--- src/rtl/round_robin_arbiter.sv ---
// Registered N-way arbiter, fixed or round-robin priority, sticky grant with optional max hold.
// Latency: request to grant 1 cycle; owner switches back-to-back with no idle cycle.
// Backpressure: none; requests are levels and the grant is held while the owner keeps requesting.
module round_robin_arbiter #(
  parameter int width       = 4,
  parameter int index_width = 2,
  parameter int mode        = 1,
  parameter int max_hold    = 0,
  parameter int hold_width  = 8
) (
  input  logic                   clk,
  input  logic                   rst,
  input  logic [width-1:0]       i_request,
  output logic [width-1:0]       o_grant,
  output logic                   o_valid,
  output logic [index_width-1:0] o_index
);

  localparam logic [0:0] IDLE    = 1'b0;
  localparam logic [0:0] GRANTED = 1'b1;

  localparam logic [hold_width-1:0] hold_lim = hold_width'(max_hold);
  localparam logic [hold_width-1:0] hold_one = hold_width'(1);
  localparam logic [width-1:0]      bit_zero = width'(1);

  logic [0:0]             state_q, state_d;
  logic [width-1:0]       grant_q, grant_d;
  logic [index_width-1:0] index_q, index_d;
  logic [index_width-1:0] ptr_q, ptr_d;
  logic [hold_width-1:0]  hold_q, hold_d;

  logic                   owner_req;
  logic                   hold_expired;
  logic [width-1:0]       cand;
  logic                   hi_found, lo_found;
  logic [index_width-1:0] hi_idx, lo_idx;
  logic                   win_vld;
  logic [index_width-1:0] win_idx;
  logic [width-1:0]       win_onehot;
  logic [index_width-1:0] win_next_ptr;

  // Owner status and the candidate vector; an expired owner is masked so others get a turn
  always_comb begin
    owner_req    = (state_q == GRANTED) && ((i_request & grant_q) != '0);
    hold_expired = (max_hold != 0) && (hold_q >= hold_lim);
    cand         = (owner_req && hold_expired) ? (i_request & ~grant_q) : i_request;
  end

  // Winner select: lowest set bit at or above the pointer, falling back to lowest overall
  always_comb begin
    hi_found = 1'b0;
    hi_idx   = '0;
    lo_found = 1'b0;
    lo_idx   = '0;
    for (int i = width - 1; i >= 0; i--) begin
      if (cand[i]) begin
        lo_found = 1'b1;
        lo_idx   = index_width'(i);
        if (i >= int'(ptr_q)) begin
          hi_found = 1'b1;
          hi_idx   = index_width'(i);
        end
      end
    end
    win_vld      = lo_found;
    win_idx      = ((mode != 0) && hi_found) ? hi_idx : lo_idx;
    win_onehot   = bit_zero << win_idx;
    // Fixed priority never rotates, so its pointer is pinned at zero
    if (mode == 0) begin
      win_next_ptr = '0;
    end else if (win_idx == index_width'(width - 1)) begin
      win_next_ptr = '0;
    end else begin
      win_next_ptr = win_idx + 1'b1;
    end
  end

  // Next-state decision: hold, retain after expiry, switch, or drop to idle
  always_comb begin
    state_d = state_q;
    grant_d = grant_q;
    index_d = index_q;
    ptr_d   = ptr_q;
    hold_d  = hold_q;
    if (owner_req && !hold_expired) begin
      if (hold_q != '1) begin
        hold_d = hold_q + hold_one;
      end
    end else if (win_vld) begin
      // New grant, whether from idle, owner drop, or expiry with a competitor waiting
      state_d = GRANTED;
      grant_d = win_onehot;
      index_d = win_idx;
      ptr_d   = win_next_ptr;
      hold_d  = hold_one;
    end else if (owner_req) begin
      // Expired but nobody else wants the resource: owner keeps it, window restarts
      hold_d = hold_one;
    end else begin
      state_d = IDLE;
      grant_d = '0;
      index_d = '0;
      hold_d  = '0;
    end
  end

  // State registers; synchronous reset overrides everything
  always_ff @(posedge clk) begin
    if (rst) begin
      state_q <= IDLE;
      grant_q <= '0;
      index_q <= '0;
      ptr_q   <= '0;
      hold_q  <= '0;
    end else begin
      state_q <= state_d;
      grant_q <= grant_d;
      index_q <= index_d;
      ptr_q   <= ptr_d;
      hold_q  <= hold_d;
    end
  end

  assign o_grant = grant_q;
  assign o_index = index_q;
  assign o_valid = (state_q == GRANTED);

endmodule
--- config.mk ---
export PLATFORM = sky130hd
export DESIGN_NAME = round_robin_arbiter
export DESIGN_NICKNAME = d
export VERILOG_FILES = /design/src/rtl/round_robin_arbiter.sv
export SDC_FILE = /design/constraint.sdc
export NUM_CORES = 1
export LEC_CHECK = 0
export CORE_AREA = 2 2 39 41
export CTS_BUF_LIST = sky130_fd_sc_hd__clkbuf_16
export DETAILED_ROUTE_END_ITERATION = 8
export DIE_AREA = 0 0 41 43
export HOLD_SLACK_MARGIN = 0.08
export PLACE_DENSITY_LB_ADDON = 0.25
export SYNTH_ARGS = -nofsm -noshare
export SYNTH_HDL_FRONTEND = slang
export SYNTH_SLANG_ARGS = --single-unit
--- constraint.sdc ---
create_clock -name clk -period 2.9 [get_ports clk]
set_input_delay 0.58 -clock clk [delete_from_list [all_inputs] [get_ports clk]]
set_output_delay 0.58 -clock clk [all_outputs]
set_load 0.1 [all_outputs]
# Yosys cells after proc, flatten, opt, wreduce, memory -nomap -nowiden
# Index checks and enable logic that the tools add are counted.
# totals
out_inout_bits	7
word_cells	40
memories	0
inputBits	6
latch_bits	0
mem_bits_rw	0
reg_bits	9
rom_bits	0
# op_classes
reduce_logical	3
eq_ne	1
n_bitwise	2
n_shift	1
mul	0
magnitude_cmp	3
n_addsub	1
div_mod_pow	0
muxes	25
# ops
cell	n
2-bit 2-to-1 mux	13
1-bit 2-to-1 mux	11
4-bit AND	1
1-bit by 2-bit greater-or-equal comparator with 1-bit output (first input constant)	2
4-bit 2-to-1 mux	1
4-bit nonzero test	1
1-bit by 2-bit left shift with 4-bit output (first input constant)	1
2-bit by 1-bit adder with 2-bit output (second input constant)	1
2-bit equality test (second input constant)	1
2-bit greater-or-equal comparator (first input constant)	1
2-bit AND reduction	1
1-bit logical AND	1
1-bit NOT	1

# Depth between registers and ports, before layout
# logic_depth
word_depth	10
depth_mapped	6
mapped_depth_nobuf	6

# Least setup slack after synthesis
# Ideal clock, no wire load.
# synth_timing
path_kind	register -> register
start	reg grant_q[3], in the netlist o_grant[3]
end	reg grant_q[1], in the netlist o_grant[1]
setup_slack_ns	0.952
setup_ns	0.119
path_stages_with_launch	5
arrival_time_ns	1.829
required_ns	2.781
n_path_buf	0
synth_period_minus_slack_ns	1.948
path_cell_list	dfxtp_1 a22oi_1 a21boi_4 nor3_4 a22o_2
# synth_between
elab_chain_cells	3
# synth_rtl
element	line	rtl
from (decl)	27	logic [width-1:0] grant_q, grant_d;
from (signal assigned)	117	grant_q <= grant_d;
4-bit AND	44	owner_req = (state_q == GRANTED) && ((i_request & grant_q) != '0);
4-bit nonzero test	44	
1-bit logical AND	44	
# Every way passes these cells.
# A chain may end at the register's enable or synchronous reset.

# Worst setup path in the final report
# layout_timing
start	in i_request[0]
end	reg ptr_q[1]
# layout_between
word_cells_on_any_way	13
cone_classes	1 x add/sub; 1 x eq/ne; 6 x mux; 2 x bitwise; 3 x reduce/logical
# layout_rtl
element	line	rtl
from (decl)	13	input logic [width-1:0] i_request,
2-bit 2-to-1 mux or 1-bit 2-to-1 mux (tied branches)	56	if (cand[i]) begin
2-bit 2-to-1 mux *	66	win_idx = ((mode != 0) && hi_found) ? hi_idx : lo_idx;
2-bit by 1-bit adder with 2-bit output or 2-bit equality test (tied branches)	74, 71	
2-bit 2-to-1 mux *	71	end else if (win_idx == index_width'(width - 1)) begin
named net win_next_ptr[1]	40	logic [index_width-1:0] win_next_ptr;
to (signal assigned)	119	ptr_q <= ptr_d;
to (decl)	29	logic [index_width-1:0] ptr_q, ptr_d;
# Mark *: on every way through the listed nets, which the timed path passes. The rest lies on a longest branch.

==> results by stage <==
Placement:
- Once placement finished, the instance area stood at about 620 µm².
- The total half-perimeter wirelength after legalization and detailed placement is just over 700 µm.
- The total of buffers placed on input and output ports is 12.
- The final weighted congestion of routability-driven global placement is 0.721.
- The worst slack at placement is ~0.34 ns.

Global route:
- The initial antenna violation count was 0.
- The global-route congestion overflow total is 0.
- The number of global-route vias before repair is 380.
- Across every metal layer, demand over resource in global routing totals 14.0%.
- The first global-routing pass estimated approximately 1600 µm of wire.
- The largest net degree at the start of global routing is 7.

Detailed routing:
- The first-pass iteration count of the detailed router is 4.
- In the routed layout, each cell is associated on average with a via count of ~5.2.
- The routed length per instance is about 12 µm.
- The iteration-0 DRC count of the detailed router is 8.
- Once detail routing completed, the nets flagged for antenna violations numbered 0.
- The count of vias placed by the detailed router is between 400 and 500.
- In the routed design, unresolved DRC markers number 0.
- The final wirelength is between 900 and 1000 µm.

Clock tree:
- At the later pin of the worst-skew pair, clock insertion delay measures 0.23 ns.
- TritonCTS built the clock tree.
- In this run the number of H-tree levels came out at 1.
- The count of clock tree sinks is 9.
- The maximum root-to-sink buffer count is 2.
- Buffers added to address setup during post-CTS repair amount to 0.
- The number of clock buffers inserted by TritonCTS is 3.
- The number of resized instances in the post-cts repair step is 0.
- The buffer cell driving the clock tree root is sky130_fd_sc_hd__clkbuf_16.
- The number of hold buffers added after CTS was 0.
- Clock-pin slew was measured on the worst setup and hold paths at roughly 0.04 ns.

STA:
- The achievable frequency is 0.430 GHz.
- Setup repair after global routing left no endpoint under its margin.
- The setup slack after layout is 0.573 ns.
- Subtracting the final worst setup slack from the clock period gives 2.33 ns.
- Dividing the final minimum period by the clock period gives 80.2%.
- The number of setup violations in the final report is 0.
- At the pin with the least slew margin, the transition time is 0.474 ns.
- The final number of hold-violating endpoints is 0.
- Across the routed clock network, the largest skew measured is 0.00196 ns.
- The final number of max-transition violations is 0.
- Setup total negative slack on the finished layout was measured at 0 ns.
- The relative slew slack is approximately two thirds.

Synth:
- After Yosys synthesis, and, or, nand and nor cells account for ~16% of the synthesized area.
- The top cell type's share of synthesized area is between 30% and 40%.
- Counting every net in the synthesized netlist gives between 50 and 60.
- The share of the Yosys chip area taken by registers is between 30% and 40%.
- Averaged over all synthesized cells, the footprint is about 11 µm².
- By area the synthesized netlist is led by sky130_fd_sc_hd__dfxtp_1 (36%), sky130_fd_sc_hd__ha_1 (10%), sky130_fd_sc_hd__a22o_2 (8.1%).
- The area share of fa/ha/maj cells after synthesis is around a tenth.
- The number of distinct library cells after synthesis is 19.
- The post-synthesis register bit count is 9.
- The biggest area consumer among synthesized cells is sky130_fd_sc_hd__dfxtp_1.
- Yosys printed 0 warnings.
- After synthesis the cells add up to about 500 µm².
- Measured against the total synthesized area, the mux share comes to around 2%.
- The synthesized-area fraction occupied by ao, oa, aoi and oai cells is 32.2%.
- Synthesis handed over a netlist of 47 instances.
- The dominant combinational cell family by area after synthesis is compound AO/OA/AOI/OAI gates.
- Of the total synthesized cell area, the portion taken by XOR and XNOR cells is 0%.

Power and ir drop:
- The overall power consumption is between 600 and 700 µW.
- The maximum ir drop on the vdd rail is around 450 µV.
- In this run the static leakage power is roughly 0.3 nW.
- Dividing total power by cell area gives a power density of slightly below 900 nW/µm².

Worst setup path:
- On the worst path, the slowest cell contributes a delay of 0.54 ns.
- The signal on the critical path passes through clkdlybuf4s50_1, mux2i_1, nor2_1, a311oi_2, ha_1, inv_1, o41ai_1.
- For the worst setup path, the data required time is approximately 3.0 ns.
- The highest net fanout along the worst path is 6.
- Grouping stages by cell kind, the critical path spends the most delay in compound AO/OA/AOI/OAI gates.
- STA classifies the critical path startpoint as an input port.
- The worst-path cell with the longest stage delay is sky130_fd_sc_hd__clkdlybuf4s50_1.
- The endpoint type of the worst setup path is a flip-flop.
- The number of buffers and inverters on the critical path is 2.
- The data arrival at the endpoint of the critical path is around 2.5 ns.
- The startpoint-to-endpoint class of the critical path is in -> reg.

Final layout:
- The total inserted antenna cells is 0.
- In the final layout, the share of cells above drive strength 1 is between 30% and 40%.
- The final layout contains 74 nets.
- The most frequent standard cell in the layout excluding fill and tap cells is sky130_fd_sc_hd__dfxtp_1.
- The library cells used most frequently in the layout, excluding fill and tap cells, are sky130_fd_sc_hd__dfxtp_1 (9), sky130_fd_sc_hd__buf_4 (7), sky130_fd_sc_hd__inv_1 (6), sky130_fd_sc_hd__clkdlybuf4s50_1 (5).
- The area added between synthesis and finish is 40.6%.
- The final standard cell area without fillers is approximately 700 µm².

Hold path:
- The min-delay analysis places its worst path in the category reg -> reg.

Floorplanning:
- Measured along the x axis, the die boundary spans approximately 40 µm.
- The starting density of the core is 35.9%.
- The die is ~43 µm tall.
- The area of the die is between 1500 and 2000 µm².
- The number of standard-cell rows in the floorplan is 14.
- The count of pins on the block boundary is 13.
- The area of the core is around 1400 µm².

Outcome:
- The run finished with clean final reports.

Run:
- Max-cap violations in this run came to 0.
-- cell usage after synthesis (all sizes together) --
cell	n
inv	5
nor4	1
o21ai	4
a21boi	1
mux2i	1
o2bb2a	1
a21oi	3
dfxtp	9
nand2b	2
nor2b	1
a311oi	1
ha	4
nor2	3
nor3	1
a22o	6
a22oi	2
o41ai	1
and2b	1
-- per-stage QoR --
step	util, %	hold slack (ns)	std cells
floorplan	-	0.556	47
global placement	44.8	0.465	75
detailed placement	44.8	0.464	75
CTS	50.5	0.481	79
global route	50.5	0.505	79
finish	50.5	0.477	79
-- sequential cells by signal, summed over array words and instances, names as in the netlist --
| signal | flops |
|---|---|
| o_valid | 1 |
| ptr_q | 2 |
| o_grant | 4 |
| o_index | 2 |
-- area by class of cell --
| cell class | count | area (µm²) |
|---|---|---|
| inverter | 5 | 18.8 |
| timing repair buffer | 12 | 103 |
| tap | 16 | 20.0 |
| sequential | 9 | 180 |
| fill | 136 | 686 |
| multi-input combinational | 33 | 298 |
| clock inverter | 1 | 3.75 |
| clock buffer | 3 | 75.1 |
-- routing by layer --
layer  global-route usage [%]  part of all wire (%)  vias up
met5                        0                     0        -
met4                     8.00                   2.4        0
met3                     4.71                   7.6        2
met2                     19.1                    42       16
met1                     18.4                    48      183
li1                         -                     -      206
-- power by group --
part / switching (mW) / internal, mW
combinational: 0.151 / 0.0655
clock: 0.0561 / 0.180
sequential: 0.0172 / 0.145
total: 0.224 / 0.390
-- cell families after synthesis --
| family | after synthesis |
|---|---|
| DFF | 9 |
| adders and majority gates | 4 |
| muxes | 1 |
| buffers and inverters | 5 |
| and+or+nand+nor | 9 |
| AOI/OAI and AO/OA | 19 |
-- final timing paths --
path,from,endpoint,slack [ns],depth (start not counted)
worst min register to register,o_index[0]$_SDFFE_PP0N_,o_index[0]$_SDFFE_PP0N_,0.48,1
worst max-delay path,i_request[0],ptr_q[1]$_SDFFE_PP0P_,0.57,7
worst max register to register,ptr_q[1]$_SDFFE_PP0P_,ptr_q[1]$_SDFFE_PP0P_,1.00,6
worst min-delay path,o_index[0]$_SDFFE_PP0N_,o_index[0]$_SDFFE_PP0N_,0.48,1
-- worst reg2reg max path, cell delays in order, from the launching register on --
cell and delay (ns):
sky130_fd_sc_hd__dfxtp_1 0.43, sky130_fd_sc_hd__mux2i_1 0.21, sky130_fd_sc_hd__nor2_1 0.06, sky130_fd_sc_hd__a311oi_2 0.46
sky130_fd_sc_hd__ha_1 0.23, sky130_fd_sc_hd__inv_1 0.04, sky130_fd_sc_hd__o41ai_1 0.35
Note: power is estimated with default switching activity, not from simulation.
